`src/rtl/cache_controller_if.sv`:
```
// MEM-stage, cache and SRAM signal bundle for cache_controller.
// The controller connects through the slave view; the surrounding system drives the master view.
interface cache_controller_if #(
   parameter int unsigned CNT_W = 16
);
   logic [31:0]      address;
   logic [31:0]      wdata;
   logic             MEM_R_EN;
   logic             MEM_W_EN;
   logic [31:0]      rdata;
   logic             ready;
   logic [18:0]      cache_addr;
   logic             cache_R_EN;
   logic             cache_W_EN;
   logic             cache_invalidate;
   logic [63:0]      cache_wdata;
   logic             hit;
   logic [31:0]      cache_rdata;
   logic [31:0]      sram_address;
   logic [31:0]      sram_wdata;
   logic             sram_R_EN;
   logic             sram_W_EN;
   logic [63:0]      sram_rdata;
   logic             sram_ready;
   logic [CNT_W-1:0] hit_count;
   logic [CNT_W-1:0] miss_count;

   modport slave (
      input  address, wdata, MEM_R_EN, MEM_W_EN, hit, cache_rdata, sram_rdata, sram_ready,
      output rdata, ready, cache_addr, cache_R_EN, cache_W_EN, cache_invalidate, cache_wdata,
             sram_address, sram_wdata, sram_R_EN, sram_W_EN, hit_count, miss_count
   );

   modport master (
      output address, wdata, MEM_R_EN, MEM_W_EN, hit, cache_rdata, sram_rdata, sram_ready,
      input  rdata, ready, cache_addr, cache_R_EN, cache_W_EN, cache_invalidate, cache_wdata,
             sram_address, sram_wdata, sram_R_EN, sram_W_EN, hit_count, miss_count
   );
endinterface

```
`src/rtl/cache_controller.sv`:
```
// Write-through, no-write-allocate controller between MEM stage, 2-way cache and SRAM.
// Hits complete in the request cycle; misses and stores hold ready low until sram_ready.
module cache_controller #(
   parameter logic [31:0] BASE_ADDR = 32'd1024,
   parameter int unsigned CNT_W     = 16
) (
   input logic               clk,
   input logic               rst,
   cache_controller_if.slave bus
);

   typedef enum logic [1:0] {IDLE, RD_MISS, WR_THRU} state_e;

   localparam logic [CNT_W-1:0] CNT_ONE = {{(CNT_W-1){1'b0}}, 1'b1};
   localparam logic [CNT_W-1:0] CNT_MAX = {CNT_W{1'b1}};

   state_e           state_q, state_d;
   logic [31:0]      addr_q, addr_d;
   logic [31:0]      wdata_q, wdata_d;
   logic [CNT_W-1:0] hit_cnt_q, hit_cnt_d;
   logic [CNT_W-1:0] miss_cnt_q, miss_cnt_d;

   logic wr_req, rd_req;

   // A store wins when both enables are raised together.
   assign wr_req = bus.MEM_W_EN;
   assign rd_req = bus.MEM_R_EN & ~bus.MEM_W_EN;

   always_ff @(posedge clk or negedge rst) begin
      if (!rst) begin
         state_q    <= IDLE;
         addr_q     <= '0;
         wdata_q    <= '0;
         hit_cnt_q  <= '0;
         miss_cnt_q <= '0;
      end else begin
         state_q    <= state_d;
         addr_q     <= addr_d;
         wdata_q    <= wdata_d;
         hit_cnt_q  <= hit_cnt_d;
         miss_cnt_q <= miss_cnt_d;
      end
   end

   always_comb begin
      state_d    = state_q;
      addr_d     = addr_q;
      wdata_d    = wdata_q;
      hit_cnt_d  = hit_cnt_q;
      miss_cnt_d = miss_cnt_q;
      case (state_q)
         IDLE: begin
            if (wr_req) begin
               addr_d  = bus.address;
               wdata_d = bus.wdata;
               state_d = WR_THRU;
            end else if (rd_req && bus.hit) begin
               if (hit_cnt_q != CNT_MAX) hit_cnt_d = hit_cnt_q + CNT_ONE;
            end else if (rd_req) begin
               addr_d  = bus.address;
               state_d = RD_MISS;
               if (miss_cnt_q != CNT_MAX) miss_cnt_d = miss_cnt_q + CNT_ONE;
            end
         end
         RD_MISS: if (bus.sram_ready) state_d = IDLE;
         WR_THRU: if (bus.sram_ready) state_d = IDLE;
         default: state_d = IDLE;
      endcase
   end

   always_comb begin
      bus.ready            = 1'b1;
      bus.rdata            = '0;
      bus.cache_R_EN       = 1'b0;
      bus.cache_W_EN       = 1'b0;
      bus.cache_invalidate = 1'b0;
      bus.sram_R_EN        = 1'b0;
      bus.sram_W_EN        = 1'b0;
      case (state_q)
         IDLE: begin
            if (wr_req) begin
               bus.cache_invalidate = 1'b1;
               bus.ready            = 1'b0;
            end else if (rd_req && bus.hit) begin
               bus.cache_R_EN = 1'b1;
               bus.rdata      = bus.cache_rdata;
            end else if (rd_req) begin
               bus.ready = 1'b0;
            end
         end
         RD_MISS: begin
            bus.sram_R_EN = 1'b1;
            bus.ready     = 1'b0;
            if (bus.sram_ready) begin
               bus.cache_W_EN = 1'b1;
               bus.rdata      = addr_q[2] ? bus.sram_rdata[63:32] : bus.sram_rdata[31:0];
               bus.ready      = 1'b1;
            end
         end
         WR_THRU: begin
            bus.sram_W_EN = 1'b1;
            bus.ready     = bus.sram_ready;
         end
         default: bus.ready = 1'b1;
      endcase
   end

   // Outside IDLE the latched request addresses the cache, not the live bus.
   assign bus.cache_addr   = ((state_q == IDLE) ? bus.address[18:0] : addr_q[18:0]) - BASE_ADDR[18:0];
   assign bus.cache_wdata  = bus.sram_rdata;
   assign bus.sram_address = addr_q - BASE_ADDR;
   assign bus.sram_wdata   = wdata_q;
   assign bus.hit_count    = hit_cnt_q;
   assign bus.miss_count   = miss_cnt_q;

endmodule
```
`src/flat_wrapper.sv`:
```
// flat-port wrapper written by rule: the top's interface ports become plain ports
module cache_controller_flat 
#(
   parameter logic [31:0] BASE_ADDR = 32'd1024,
   parameter int unsigned CNT_W     = 16
)
  (clk, rst, bus_address, bus_wdata, bus_MEM_R_EN, bus_MEM_W_EN, bus_hit, bus_cache_rdata, bus_sram_rdata, bus_sram_ready, bus_rdata, bus_ready, bus_cache_addr, bus_cache_R_EN, bus_cache_W_EN, bus_cache_invalidate, bus_cache_wdata, bus_sram_address, bus_sram_wdata, bus_sram_R_EN, bus_sram_W_EN, bus_hit_count, bus_miss_count);
  cache_controller_if #(.CNT_W(CNT_W)) bus_i ();
  input logic clk;
  input logic rst;
  input wire logic [$bits(bus_i.address)-1:0] bus_address;
  input wire logic [$bits(bus_i.wdata)-1:0] bus_wdata;
  input wire logic [$bits(bus_i.MEM_R_EN)-1:0] bus_MEM_R_EN;
  input wire logic [$bits(bus_i.MEM_W_EN)-1:0] bus_MEM_W_EN;
  input wire logic [$bits(bus_i.hit)-1:0] bus_hit;
  input wire logic [$bits(bus_i.cache_rdata)-1:0] bus_cache_rdata;
  input wire logic [$bits(bus_i.sram_rdata)-1:0] bus_sram_rdata;
  input wire logic [$bits(bus_i.sram_ready)-1:0] bus_sram_ready;
  output wire logic [$bits(bus_i.rdata)-1:0] bus_rdata;
  output wire logic [$bits(bus_i.ready)-1:0] bus_ready;
  output wire logic [$bits(bus_i.cache_addr)-1:0] bus_cache_addr;
  output wire logic [$bits(bus_i.cache_R_EN)-1:0] bus_cache_R_EN;
  output wire logic [$bits(bus_i.cache_W_EN)-1:0] bus_cache_W_EN;
  output wire logic [$bits(bus_i.cache_invalidate)-1:0] bus_cache_invalidate;
  output wire logic [$bits(bus_i.cache_wdata)-1:0] bus_cache_wdata;
  output wire logic [$bits(bus_i.sram_address)-1:0] bus_sram_address;
  output wire logic [$bits(bus_i.sram_wdata)-1:0] bus_sram_wdata;
  output wire logic [$bits(bus_i.sram_R_EN)-1:0] bus_sram_R_EN;
  output wire logic [$bits(bus_i.sram_W_EN)-1:0] bus_sram_W_EN;
  output wire logic [$bits(bus_i.hit_count)-1:0] bus_hit_count;
  output wire logic [$bits(bus_i.miss_count)-1:0] bus_miss_count;
  assign bus_i.address = bus_address;
  assign bus_i.wdata = bus_wdata;
  assign bus_i.MEM_R_EN = bus_MEM_R_EN;
  assign bus_i.MEM_W_EN = bus_MEM_W_EN;
  assign bus_i.hit = bus_hit;
  assign bus_i.cache_rdata = bus_cache_rdata;
  assign bus_i.sram_rdata = bus_sram_rdata;
  assign bus_i.sram_ready = bus_sram_ready;
  assign bus_rdata = bus_i.rdata;
  assign bus_ready = bus_i.ready;
  assign bus_cache_addr = bus_i.cache_addr;
  assign bus_cache_R_EN = bus_i.cache_R_EN;
  assign bus_cache_W_EN = bus_i.cache_W_EN;
  assign bus_cache_invalidate = bus_i.cache_invalidate;
  assign bus_cache_wdata = bus_i.cache_wdata;
  assign bus_sram_address = bus_i.sram_address;
  assign bus_sram_wdata = bus_i.sram_wdata;
  assign bus_sram_R_EN = bus_i.sram_R_EN;
  assign bus_sram_W_EN = bus_i.sram_W_EN;
  assign bus_hit_count = bus_i.hit_count;
  assign bus_miss_count = bus_i.miss_count;
  cache_controller #(.BASE_ADDR(BASE_ADDR), .CNT_W(CNT_W)) u_core (.clk(clk), .rst(rst), .bus(bus_i));
endmodule
```
`config.mk`:
```
export PLATFORM = sky130hd
export DESIGN_NAME = cache_controller_flat
export DESIGN_NICKNAME = d
export VERILOG_FILES = /design/src/rtl/cache_controller_if.sv /design/src/rtl/cache_controller.sv /design/src/flat_wrapper.sv
export SDC_FILE = /design/constraint.sdc
export NUM_CORES = 1
export LEC_CHECK = 0
export ABC_AREA = 1
export ABC_CLOCK_PERIOD_IN_PS = 1850
export BUFFER_PORTS_ARGS = -buffer_cell sky130_fd_sc_hd__clkbuf_2
export CORE_AREA = 2 2 149 151
export DETAILED_ROUTE_END_ITERATION = 7
export DIE_AREA = 0 0 151 153
export PLACE_DENSITY_LB_ADDON = 0.25
export SYNTH_ARGS = -nofsm -noshare
export SYNTH_HDL_FRONTEND = slang
export SYNTH_SLANG_ARGS = --single-unit
```
`constraint.sdc`:
```
create_clock -name clk -period 1.85 [get_ports clk]
set_input_delay 0 -clock clk [delete_from_list [all_inputs] [get_ports clk]]
set_output_delay 0 -clock clk [all_outputs]
set_load 0.005 [all_outputs]
```
== Word level (Yosys, flattened, before mapping) ==
Cells that the tools add are included.

* Reductions and logical operators: 9
* Mux-type cells: 27
* $add $sub $neg: 4
* Equal/unequal tests: 8
* Bitwise operators: 3

{| class="wikitable"
|+ Operators by type and width
! cell !! count
|-
| $mux 32 || 7
|-
| $pmux 32 s2 || 1
|-
| $add 16x1->16 const B || 2
|-
| $ne 16x16->1 const B || 2
|-
| $sub 32x11->32 const B || 1
|-
| $mux 19 || 1
|-
| $sub 19x11->19 const B || 1
|-
| $mux 1 || 12
|-
| $mux 2 || 4
|-
| $reduce_and 3->1 || 2
|-
| $reduce_and 5->1 || 1
|-
| $pmux 2 s2 || 1
|-
| $reduce_and 4->1 || 1
|-
| $ne 3x2->1 const B || 1
|-
| $ne 3x3->1 const B || 1
|-
| $pmux 1 s3 || 1
|-
| $eq 2x1->1 const B || 1
|-
| $eq 2x2->1 const B || 1
|-
| $logic_not 2->1 || 1
|-
| $ne 2x1->1 const B || 1
|-
| $ne 2x2->1 const B || 1
|-
| $not 1->1 || 2
|-
| $reduce_and 2->1 || 1
|-
| $reduce_bool 2->1 || 1
|-
| 3 further kinds || 3
|}

* Input bits: 166
* Output and inout bits: 217
* Register bits after elaboration: 98

== Logic depth before layout (Yosys ltp) ==
* Word-level depth: 6
* Depth in mapped cells: 12

== Worst setup path after synthesis ==
No wires, ideal clock.

* Path kind: flip-flop to output port
* Start: reg u_core.state_q[0]
* End: out bus_cache_addr[14]
* Slack: 0.098 ns
* Arrival time: 1.752 ns
* Data required time: 1.850 ns
* Stages on the path, launching flop included: 9
* Cells stage by stage: dfrtp_1 > inv_1 > ha_1 > buf_2 > o21ai_2 > ha_1 > inv_1 > nor3_2 > xor2_1

* Word-level cells in the longest chain between the ends: 3

{| class="wikitable"
|+ Ends and longest elaborated chain
! what !! RTL line !! text
|-
| start, declared || cache_controller.sv:17 || <nowiki>state_e state_q, state_d;</nowiki>
|-
| start signal, assigned || cache_controller.sv:37 || <nowiki>state_q <= state_d;</nowiki>
|-
| $logic_not 2->1 || cache_controller.sv:109 || <nowiki>assign bus.cache_addr = ((state_q == IDLE) ? bus.address[18:0] : addr_q[18:0]) - BASE_ADDR[18:0];</nowiki>
|-
| $mux 19 || cache_controller.sv:109 ||
|-
| $sub 19x11->19 || cache_controller.sv:109 ||
|-
| end, declared || flat_wrapper.sv:21 || <nowiki>output wire logic [$bits(bus_i.cache_addr)-1:0] bus_cache_addr;</nowiki>
|}

Every way passes these cells.

== Worst setup path in the final report ==
* Start: reg u_core.state_q[0]
* End: out bus_rdata[23]

* Word-level cells in the longest chain between the ends: 2

{| class="wikitable"
|+ Ends and longest elaborated chain
! what !! RTL line !! text
|-
| $eq 2x1->1 or $logic_not 2->1 (tied branches) || cache_controller.sv:79 || <nowiki>case (state_q)</nowiki>
|-
| $pmux 32 s2 * || cache_controller.sv:79 ||
|-
| end, declared || flat_wrapper.sv:19 || <nowiki>output wire logic [$bits(bus_i.rdata)-1:0] bus_rdata;</nowiki>
|}

Mark *: on every way between the ends. The rest lies on a longest branch, timed or not.

==> qor.yml <==
sta:
  hold_slack_ns: 0.0584
  tightest_slew_ns: 0.528
  hold_viol_final: 0
  slew_viol_final: 0
  final.setup.worst_slack_ns: -0.117
  rsz0062_at_grt: "yes"
  fin_skew_ns: 0.0105
  setup_viol: 54
  period_minus_slack_ns: 1.97
  final.setup.tns_ns: -3.17
  max_slew_margin_pct: 64.8
  fin_crit_sh_pct: 106
  clock.fmax_ghz: 0.508
status:
  violations: "negative setup slack"
  status: "finished with violations"
floorplan:
  die_w_um: 151
  rows: 54
  dieArea_um2: 23100
  initial_core_util_pct: 31.2
  io_pins: 383
  core_um2: 21500
  die_h_um: 153
drt:
  wirelength_um: 27600
  initialDrtViolationCount: 300
  post-route-drc-count: 0
  via_per_inst: 4.61
  ant_nets: 0
  wl_per_cell_um: 16.4
  via_count: 7766
  dr.pass1.iters: 4
clock_tree:
  cts_buffer_depth: 2
  clock-sinks: 98
  clk_latency_ns: 0.35
  cts_buffers: 9
  cts.htree.levels: 3
  cts-root-buf: "clkbuf_16"
  cts_tree: "yes"
  clk_pin_slew_worst_paths_ns: 0.07
synthesis:
  synth_edf_count: 0
  synth_seq_cells: 98
  synth-main-ff-cell: "dfrtp_1"
  synthCells: 988
  synth_async_sr_flop_share_pct: 100
  syn_nets: 1162
  syn_avg_cell_area_um2: 6.78
  synth_area_um2: 6700
  synth_cell_types: 31
  ys_seq_area_share_pct: 36.6
  yosysWarnings: 0
worst_setup_path:
  rr_worst_depth: 13
  cp_max_fo: 12
  r2r-start: "u_core.state_q[0]$_DFFE_PN0P_"
  cp-start-kind: "flop"
  critPathCaptureType: "output pin"
  critPathKind: "flop to output pin"
  cp.required_ns: 1.85
  r2r_slack_ns: -0.08
  cp.arrival_ns: 1.97
  regToRegEndpoint: "u_core.bus.hit_count[5]$_DFFE_PN0P_"
global_route:
  grt_pass1_wl_um: 40600
  antenna_found_initial: 7
  grt_pass1_vias: 7425
  grt_use_met2_pct: 39.0
  grtUsageTotal_pct: 22.6
  busiest_layer: "met2"
  grt_use_met3_pct: 4.96
  met1_usage_pct: 26.6
  grt_max_degree: 47
  grt_overflow: 0
final_layout:
  n_fill_cell: 2195
  final_common_cell: "clkbuf_2"
  multiInputGateArea_um2: 3510
  seq_area_um2: 2450
  syn_to_final_growth_pct: 51.4
  final_nets: 1568
  mostFrequentLayoutCells: "clkbuf_2 (349), nand2_1 (344), nor2_1 (107)"
  drive_gt1_share_pct: 38.5
job:
  maxCapViolations: 0
min_path:
  hold_class: "primary input to flop"
  min-delay-start: "bus_MEM_W_EN"
  hold_end: "u_core.state_q[1]$_DFFE_PN0P_"
  min_path_cells: 3
placed_design:
  place_ws_ns: 0.00349
  gp_congestion: 0.869
  hpwl_um: 20900
  port_buffers: 382
power_and_ir_drop:
  powerDensity_nw_per_um2: 1180
  irDropWorstVdd_mv: 0.568
  p_leak_nw: 5.50
## sequential cells by signal, indices dropped and copies added, names as in the netlist
signal / flops
u_core.state_q: 2
u_core.addr_q: 32
u_core.bus.miss_count: 16
u_core.bus.hit_count: 16
u_core.bus.sram_wdata: 32
## per-stage QoR
stage / total power [W] / cells / utilization (%) / area [µm²]
2_1_floorplan: 0.00655 / 988 / - / 6700
3_3_place_gp: 0.00919 / 1581 / 40.2 / 8640
3_5_place_dp: 0.00923 / 1581 / 40.2 / 8640
4_1_cts: 0.0117 / 1669 / 45.4 / 9760
5_1_grt: 0.0129 / 1685 / 47.2 / 10100
6_report: 0.0120 / 1685 / 47.2 / 10100
## routing by layer
layer	share of wire, %	vias to the layer above
met1	40	3616
met5	0	-
li1	-	3854
met4	2.8	0
met2	51	256
met3	6.6	40
## synth_stat cells (11+ instances only)
master    number  share of area [%]
xor2_1        22                2.9
nand4_1       20                1.9
buf_4         74                8.3
nand2_1      363                 20
buf_2         11               0.82
a21oi_1       20                1.5
inv_1         71                4.0
clkbuf_1      17               0.95
o21ai_0       99                7.4
nand3_1       25                1.9
dfrtp_1       98                 37
nor2_1       119                6.7
## how the worst max path moves through the flow
stage                                  startpoint                  to  slack, ns  cells past startpoint
finish              u_core.state_q[0]$_DFFE_PN0P_       bus_rdata[23]      -0.12                     10
global route        u_core.state_q[0]$_DFFE_PN0P_       bus_rdata[23]      -0.21                     10
CTS                 u_core.state_q[1]$_DFFE_PN0P_       bus_rdata[30]      -0.10                     10
detailed placement  u_core.state_q[1]$_DFFE_PN0P_  bus_cache_addr[14]      0.003                      9
global placement    u_core.state_q[0]$_DFFE_PN0P_  bus_cache_addr[18]       0.02                     11
floorplan           u_core.state_q[0]$_DFFE_PN0P_  bus_cache_addr[14]        0.1                      8
## where the power goes
group          leakage, nW  total, W  switching [W]  internal [W]
sequential            1.23   0.00358       0.000665       0.00291
clock                0.146   0.00194       0.000980      0.000964
combinational         4.13   0.00645        0.00362       0.00283
total                 5.50    0.0120        0.00526       0.00671
## worst max-delay path, cell delays in order (launching register included)
cell	delay, ns
dfrtp_1	0.39
inv_2	0.09
ha_4	0.22
inv_4	0.07
nor2_4	0.11
inv_4	0.06
nor2_8	0.19
buf_12	0.16
nand2_1	0.07
o21ai_1	0.09
clkbuf_2	0.17
## final cells by class
type / count / share of cell area (%)
Multi-Input combinational cell: 707 / 34.5
Sequential cell: 98 / 24.2
Timing Repair Buffer: 501 / 31.8
Clock inverter: 7 / 0.789
Tap cell: 280 / 3.45
Inverter: 77 / 2.90
Antenna cell: 6 / 0.148
Clock buffer: 9 / 2.22
## timing repair
action,4_1_cts,5_1_grt
pin swaps,8,9
endpoints found under the hold margin,98,0
resized for setup,63,97
gates cloned,1,4
setup endpoints to repair,54,83
buffers inserted,6,8
hold buffers,65,0
## logic make-up after synthesis
logic type | share of synthesized area, %
mux | 0.336
xor+xnor | 3.92
buf+inv | 15.0
compound gates | 9.76
fa+ha+maj | 1.49
flops | 36.6
simple gates | 32.8
Power figures use the tool's default switching activity.
